### config.mk
export PLATFORM = sky130hd
export DESIGN_NAME = reorder_buffer
export DESIGN_NICKNAME = d
export VERILOG_FILES = /design/src/rtl/reorder_buffer.sv
export SDC_FILE = /design/constraint.sdc
export NUM_CORES = 1
export LEC_CHECK = 0
export ABC_CLOCK_PERIOD_IN_PS = 2950
export CORE_MARGIN = 5
export CORE_UTILIZATION = 53
export DETAILED_ROUTE_END_ITERATION = 8
export PLACE_DENSITY_LB_ADDON = 0.05
export SLEW_MARGIN = 15
export SYNTH_ARGS = -nofsm -noshare
export SYNTH_HDL_FRONTEND = slang
export SYNTH_SLANG_ARGS = --single-unit
### constraint.sdc
create_clock -name clk1 -period 2.95 [get_ports clk1]
set_input_delay 0.885 -clock clk1 [delete_from_list [all_inputs] [get_ports clk1]]
set_output_delay 0.885 -clock clk1 [all_outputs]
set_load 0.01 [all_outputs]
### src/rtl/reorder_buffer.sv
// In-order retirement buffer: issue allocates at tail, CDB marks entries done, head retires one per cycle.
// Optional flush port enabled by defining ROB_FLUSH_EN; commit outputs are registered (1 edge after head is done).
module reorder_buffer #(
  parameter int DEPTH  = 8,
  parameter int TAG_W  = 3,
  parameter int REG_W  = 4,
  parameter int DATA_W = 16
) (
  input  logic              clk1,
  input  logic              rst,
  input  logic              alloc_valid,
  input  logic [REG_W-1:0]  alloc_dest,
  output logic              alloc_ready,
  output logic [TAG_W-1:0]  alloc_tag,
  input  logic              cdb_valid,
  input  logic [TAG_W-1:0]  cdb_tag,
  input  logic [DATA_W-1:0] cdb_data,
`ifdef ROB_FLUSH_EN
  input  logic              flush,
`endif
  output logic              commit_valid,
  output logic [REG_W-1:0]  commit_dest,
  output logic [DATA_W-1:0] commit_data,
  output logic [TAG_W-1:0]  commit_tag,
  output logic [TAG_W:0]    count,
  output logic              empty
);

  localparam logic [TAG_W:0] LP_FULL = DEPTH[TAG_W:0];

  logic              r_busy [DEPTH];
  logic              r_done [DEPTH];
  logic [REG_W-1:0]  r_dest [DEPTH];
  logic [DATA_W-1:0] r_data [DEPTH];
  logic [TAG_W-1:0]  r_head;
  logic [TAG_W-1:0]  r_tail;
  logic [TAG_W:0]    r_count;
  logic              r_commit_valid;
  logic [REG_W-1:0]  r_commit_dest;
  logic [DATA_W-1:0] r_commit_data;
  logic [TAG_W-1:0]  r_commit_tag;

  logic w_flush;
  logic w_alloc_fire;
  logic w_commit_fire;

`ifdef ROB_FLUSH_EN
  assign w_flush = flush;
`else
  assign w_flush = 1'b0;
`endif

  // Full check uses only the pre-edge count: a same-cycle retire does not free a slot.
  assign alloc_ready   = (r_count != LP_FULL);
  assign alloc_tag     = r_tail;
  assign w_alloc_fire  = alloc_valid && alloc_ready;
  assign w_commit_fire = r_busy[r_head] && r_done[r_head];

  assign commit_valid = r_commit_valid;
  assign commit_dest  = r_commit_dest;
  assign commit_data  = r_commit_data;
  assign commit_tag   = r_commit_tag;
  assign count        = r_count;
  assign empty        = (r_count == '0);

  always_ff @(posedge clk1) begin
    if (rst) begin
      for (int i = 0; i < DEPTH; i++) begin
        r_busy[i] <= 1'b0;
        r_done[i] <= 1'b0;
        r_dest[i] <= '0;
        r_data[i] <= '0;
      end
      r_head         <= '0;
      r_tail         <= '0;
      r_count        <= '0;
      r_commit_valid <= 1'b0;
      r_commit_dest  <= '0;
      r_commit_data  <= '0;
      r_commit_tag   <= '0;
    end else if (w_flush) begin
      for (int i = 0; i < DEPTH; i++) begin
        r_busy[i] <= 1'b0;
        r_done[i] <= 1'b0;
      end
      r_tail         <= r_head;
      r_count        <= '0;
      r_commit_valid <= 1'b0;
    end else begin
      // Write order matters: allocation overrides a CDB hit on the new tag,
      // and retirement overrides a repeat CDB hit on the head entry.
      if (cdb_valid && r_busy[cdb_tag]) begin
        r_done[cdb_tag] <= 1'b1;
        r_data[cdb_tag] <= cdb_data;
      end
      if (w_alloc_fire) begin
        r_busy[r_tail] <= 1'b1;
        r_done[r_tail] <= 1'b0;
        r_dest[r_tail] <= alloc_dest;
        r_data[r_tail] <= '0;
        r_tail         <= r_tail + 1'b1;
      end
      r_commit_valid <= w_commit_fire;
      if (w_commit_fire) begin
        r_commit_dest  <= r_dest[r_head];
        r_commit_data  <= r_data[r_head];
        r_commit_tag   <= r_head;
        r_busy[r_head] <= 1'b0;
        r_done[r_head] <= 1'b0;
        r_head         <= r_head + 1'b1;
      end
      case ({w_alloc_fire, w_commit_fire})
        2'b10:   r_count <= r_count + 1'b1;
        2'b01:   r_count <= r_count - 1'b1;
        default: r_count <= r_count;
      endcase
    end
  end

endmodule

### Word level (Yosys, flattened, before mapping)

Memory sizes are Yosys's and may differ from the RTL's. A register that Yosys moved wholly into a read port is not among the register bits.
Index checks and enable logic that the tools add are counted.

| cells by class | value |
|---|---|
| reductions and logical operators | 13 |
| mux-type cells | 40 |
| $add $sub $neg | 4 |
| eq/ne operators | 3 |

Operators by type and width:

| cell | count |
|---|---|
| $mux W3 | 12 |
| $mux W16 | 2 |
| $reduce_or A16 Y1 | 2 |
| $mux W1 | 24 |
| $pmux W4 S2 | 1 |
| $add A3 B1 Y3 const B | 2 |
| $reduce_or A1 Y1 | 5 |
| $add A4 B1 Y4 const B | 1 |
| $logic_not A4 Y1 | 1 |
| $mux W4 | 1 |
| $ne A4 B4 Y1 const B | 1 |
| $reduce_or A4 Y1 | 1 |
| $sub A4 B1 Y4 const B | 1 |
| $logic_and A1 B1 Y1 | 3 |
| $eq A2 B1 Y1 const B | 1 |
| $eq A2 B2 Y1 const B | 1 |
| $reduce_bool A2 Y1 | 1 |

| storage, ports and cells | value |
|---|---|
| bits of input ports | 27 |
| logic and storage cells | 69 |
| memories | 4 |
| output and inout bits | 33 |
| register bits after elaboration | 14 |
| memory bits (writable) | 176 |

Memories:

| memory | depth | width | read ports | clocked after memory_dff | wr ports | line | text |
|---|---|---|---|---|---|---|---|
| r_data | 8 | 16 | 1 | 1 | 8 | 34 | `logic [DATA_W-1:0] r_data [DEPTH];` |
| r_dest | 8 | 4 | 1 | 1 | 8 | 33 | `logic [REG_W-1:0] r_dest [DEPTH];` |
| r_busy | 8 | 1 | 2 | 1 | 8 | 31 | `logic r_busy [DEPTH];` |
| r_done | 8 | 1 | 1 | 1 | 8 | 32 | `logic r_done [DEPTH];` |

### Depth between registers and ports, before layout

| logic depth | value |
|---|---|
| word-level depth | 7 |
| gate-level depth with buffers | 12 |
| depth with buffers taken out | 10 |

### Least setup slack after synthesis

Ideal clock, no wire load.

| timing path | value |
|---|---|
| kind | register to register |
| start | register (tool-made name) |
| end | register r_count[2], in the netlist count[2] |
| clock period less this slack | 2.760 ns |
| data arrival time | 2.690 ns |
| library setup time | 0.071 ns |
| stages on the path, launching flop included | 11 |
| path slack | 0.190 ns |
| required time | 2.879 ns |
| path buffers | 1 |
| cells stage by stage | dfxtp_1 -> mux4_2 -> mux2i_2 -> clkbuf_1 -> ha_1 -> xor2_1 -> ha_1 -> a21oi_1 -> xor2_1 -> or3_1 -> a21oi_1 |

RTL lines:

| what | line | text |
|---|---|---|
| end signal, assigned | 113 | `2'b10: r_count <= r_count + 1'b1;` |
| end signal, assigned | 114 | `2'b01: r_count <= r_count - 1'b1;` |
| end signal, assigned | 115 | `default: r_count <= r_count;` |
| end, declared | 37 | `logic [TAG_W:0] r_count;` |

### Worst setup path after layout

| timing path | value |
|---|---|
| start | register r_count[1], in the netlist count[1] |
| end | output port alloc_ready |

| between the ends | value |
|---|---|
| cells in the longest elaborated chain, start to end | 1 |

Ends and longest elaborated chain:

| what | line | text |
|---|---|---|
| $ne A4 B4 Y1 | 54 | `assign alloc_ready = (r_count != LP_FULL);` |
| end, declared | 13 | `output logic alloc_ready,` |

Every way passes these cells.

==> key figures <==
Worst hold path
  – Hold Path Class: reg2reg
  – Worst Hold Depth: 2
  – Hold path start: commit_data[13]
  – Hold EP: commit_data[13]

Placed design
  – Gpl congestion: 0.941
  – Cell Area, Placed: 10,400 um^2
  – DP Cell Count: 1,275
  – Final HPWL DP: 18,400 um
  – PortBufs: 59

Clock tree
  – Post-cts hold buffer count: 0
  – CTS max path bufs: 3
  – Later-pin clock latency in the skew report: 510 ps
  – Total setup buffers inserted after CTS: 0
  – TritonCTS clock tree: yes
  – CTS Buf Count: 23
  – Clock sinks: 213
  – CTS clock-pin slew for the worst setup and hold paths: 60 ps
  – Htree depth: 1
  – Post-cts resize count: 0
  – Root buf cell: clkbuf_16

Status
  – Status: finished, final reports clean

Pwr
  – Internal power: 4890 uW
  – Reg power frac: 0.475
  – Worst VDD drop: 0.517 mV
  – PwrDens: 567 nW/um^2
  – Part of the power in combinational logic: 0.058
  – Clk pwr share: 0.467
  – Switching power: 1440 uW
  – Final Power: 6330 uW
  – LEAKAGE: 0.00430 uW
  – Switching share of power: 0.228

Worst setup path
  – Critical Path RT: 2070 ps
  – Crit path kind: reg2out
  – Crit-path max FO: 9
  – Startpoint Class: register
  – Worst r2r src: count[1]
  – Critical Path End Type: output port
  – Worst setup startpoint: count[1]
  – Worst Path Arrival: 1980 ps
  – R2R cell count: 7
  – R2R Setup Slk: 570 ps
  – R2R Path End: r_data[3][4]

Floorplan
  – Die height: 143 um
  – Row cnt: 48
  – Core box area: 17,300 um^2
  – Ports: 60
  – Die area: 20,400 um^2
  – Starting Density: 0.541
  – Die Width: 143 um

Timing
  – Final setup violation count: 0
  – Final-report hold violation count: 0
  – Fin crit period: 2860 ps
  – Period utilisation layout: 0.971
  – Achievable Freq: 349 MHz
  – Clock Skew: 11.2 ps
  – Slew margin rel.: 0.363
  – Setup tns final: 0 ps
  – RSZ-0062 raised after global routing: false
  – Final Max Slew Viols: 0
  – Worst-Margin Slew: 951 ps

Synthesis
  – Flops & latches, synth: 213
  – EDFF count, synth: 32
  – Synthesized instance count: 1,024
  – Async SR Flop Fraction: 0
  – Net Count, Synth: 1,056
  – Sequential area share after synthesis: 0.490
  – Yosys warns: 0
  – Cell Area, Synth: 9350 um^2
  – Synth Flop Type: dfxtp_1
  – Synthesized area per cell: 9.13 um^2
  – Yosys cell types: 56

GRT
  – Vias in the first global route: 7,575
  – Initial antenna violation count: 0
  – First-pass GRT wire length: 44,200 um
  – Overflow after GRT: 0
  – Overall Global Routing Usage: 0.279
  – Largest net degree at the start of global routing: 46

Route
  – Initial DRC Count: 873
  – WL final: 28,400 um
  – Drt drc: 0
  – DR vias: 7,973
  – WL per Instance: 21.6 um
  – Vias per cell: 6.05
  – ANT nets after route: 0
  – Pre-antenna DRT Iters: 5

Finish
  – Non-filler cells, final: 1,317
  – Share of layout cells above drive strength 1: 0.134
  – Area grow syn2layout: 19.5%
  – Cell area after layout: 11,200 um^2
  – Antenna Cells: 0
  – Fillers: 1,482
  – Net count reported at finish: 1,107
  – Final core occ: 0.646

Run
  – Max cap viols: 0
==> critical path: stages, from the launching register on <==
cell and delay [ps]:
dfxtp_1 410, nor4b_4 340, buf_4 220, inv_1 40, clkdlybuf4s50_1 470
==> per-layer routing <==
metal  global-route usage  share of wire
met1                0.393           0.43
met2                0.460           0.47
met3               0.0452          0.088
met4               0.0530          0.017
met5                    0              0
==> flip-flops by register name (all words and copies together), names as in the netlist, named ones only <==
| register | count |
|---|---|
| r_data | 128 |
| r_dest | 32 |
| commit_data | 16 |
| r_busy | 8 |
| r_done | 8 |
| commit_dest | 4 |
| count | 4 |
| alloc_tag | 3 |
| commit_tag | 3 |
| r_head | 3 |
| commit_valid | 1 |
==> cell families (layout without fill, tap and decap cells) <==
kind of cell | Yosys count | in the layout | synth area share
and+or+nand+nor | 356 | 356 | 0.173
muxes | 68 | 68 | 0.0883
DFF | 213 | 213 | 0.490
xor gates and xnor gates | 7 | 7 | 0.00656
AOI/OAI and AO/OA | 261 | 261 | 0.182
adders and majority gates | 5 | 5 | 0.00669
buffers and inverters | 114 | 182 | 0.0527
==> power by group through the flow <==
stage / Sequential (uW) / Combinational, uW / Clock [uW]
CTS: 3010 / 364 / 2990
global placement: 3070 / 361 / 0
detailed placement: 3070 / 362 / 0
floorplan: 3060 / 202 / 0
global route: 3010 / 399 / 3120
finish: 3010 / 370 / 2960
==> how the worst max path moves through the flow <==
stage                         endpoint  slack (ps)  cells after the start
final                      alloc_ready          90                      4
after global routing       alloc_ready         0.7                      4
after CTS                  alloc_ready          60                      4
after detailed placement     r_done[3]        -110                      7
after global placement    r_data[1][3]         -80                      8
after floorplan               count[2]         190                     10
==> final cells by class <==
class                   count  area (um^2)  share of cell area
clock buffers              31          636              0.0569
clock inverters            11          135              0.0121
multi-input cells         697         4310               0.385
well taps                 225          282              0.0252
flip-flops and latches    213         4590               0.411
repair buffers            119         1150               0.103
inverters                  21         78.8             0.00705
==> synth_stat cells, types with 10 or more instances <==
cell type,n,area [um^2]
mux2_2,23,259
clkbuf_1,45,169
mux2i_1,35,350
buf_1,14,52.6
a31oi_1,10,62.6
a22o_1,35,307
buf_2,24,120
edfxtp_1,32,961
nand2_1,132,495
a221oi_1,16,140
inv_1,20,75.1
o21ai_0,106,531
nor2_1,75,282
dfxtp_1,181,3620
nand3_1,93,465
a211oi_1,18,135
a21oi_1,31,155
==> metrics by stage <==
stage               setup WS, ps  hold WS [ps]
floorplan                    190           435
global placement           -83.6           449
detailed placement          -106           455
CTS                         56.3           472
global route               0.725           485
finish                      85.8           467
==> cells in the final DEF, fill, tap and decap left out, types with 10 or more instances in the layout <==
master,Yosys,layout
nand2_1,132,132
dfxtp_1,181,178
clkdlybuf4s50_1,0,58
edfxtp_1,32,32
nand3_1,93,93
nor2_1,75,75
o21ai_0,106,106
buf_4,9,51
mux2_2,23,23
a31oi_1,10,10
a211oi_1,18,18
a221oi_1,16,16
inv_1,20,20
a22o_1,35,35
a21oi_1,31,31
mux2i_1,35,35
clkbuf_16,0,23
Note: power is estimated with default switching activity, not from simulation.
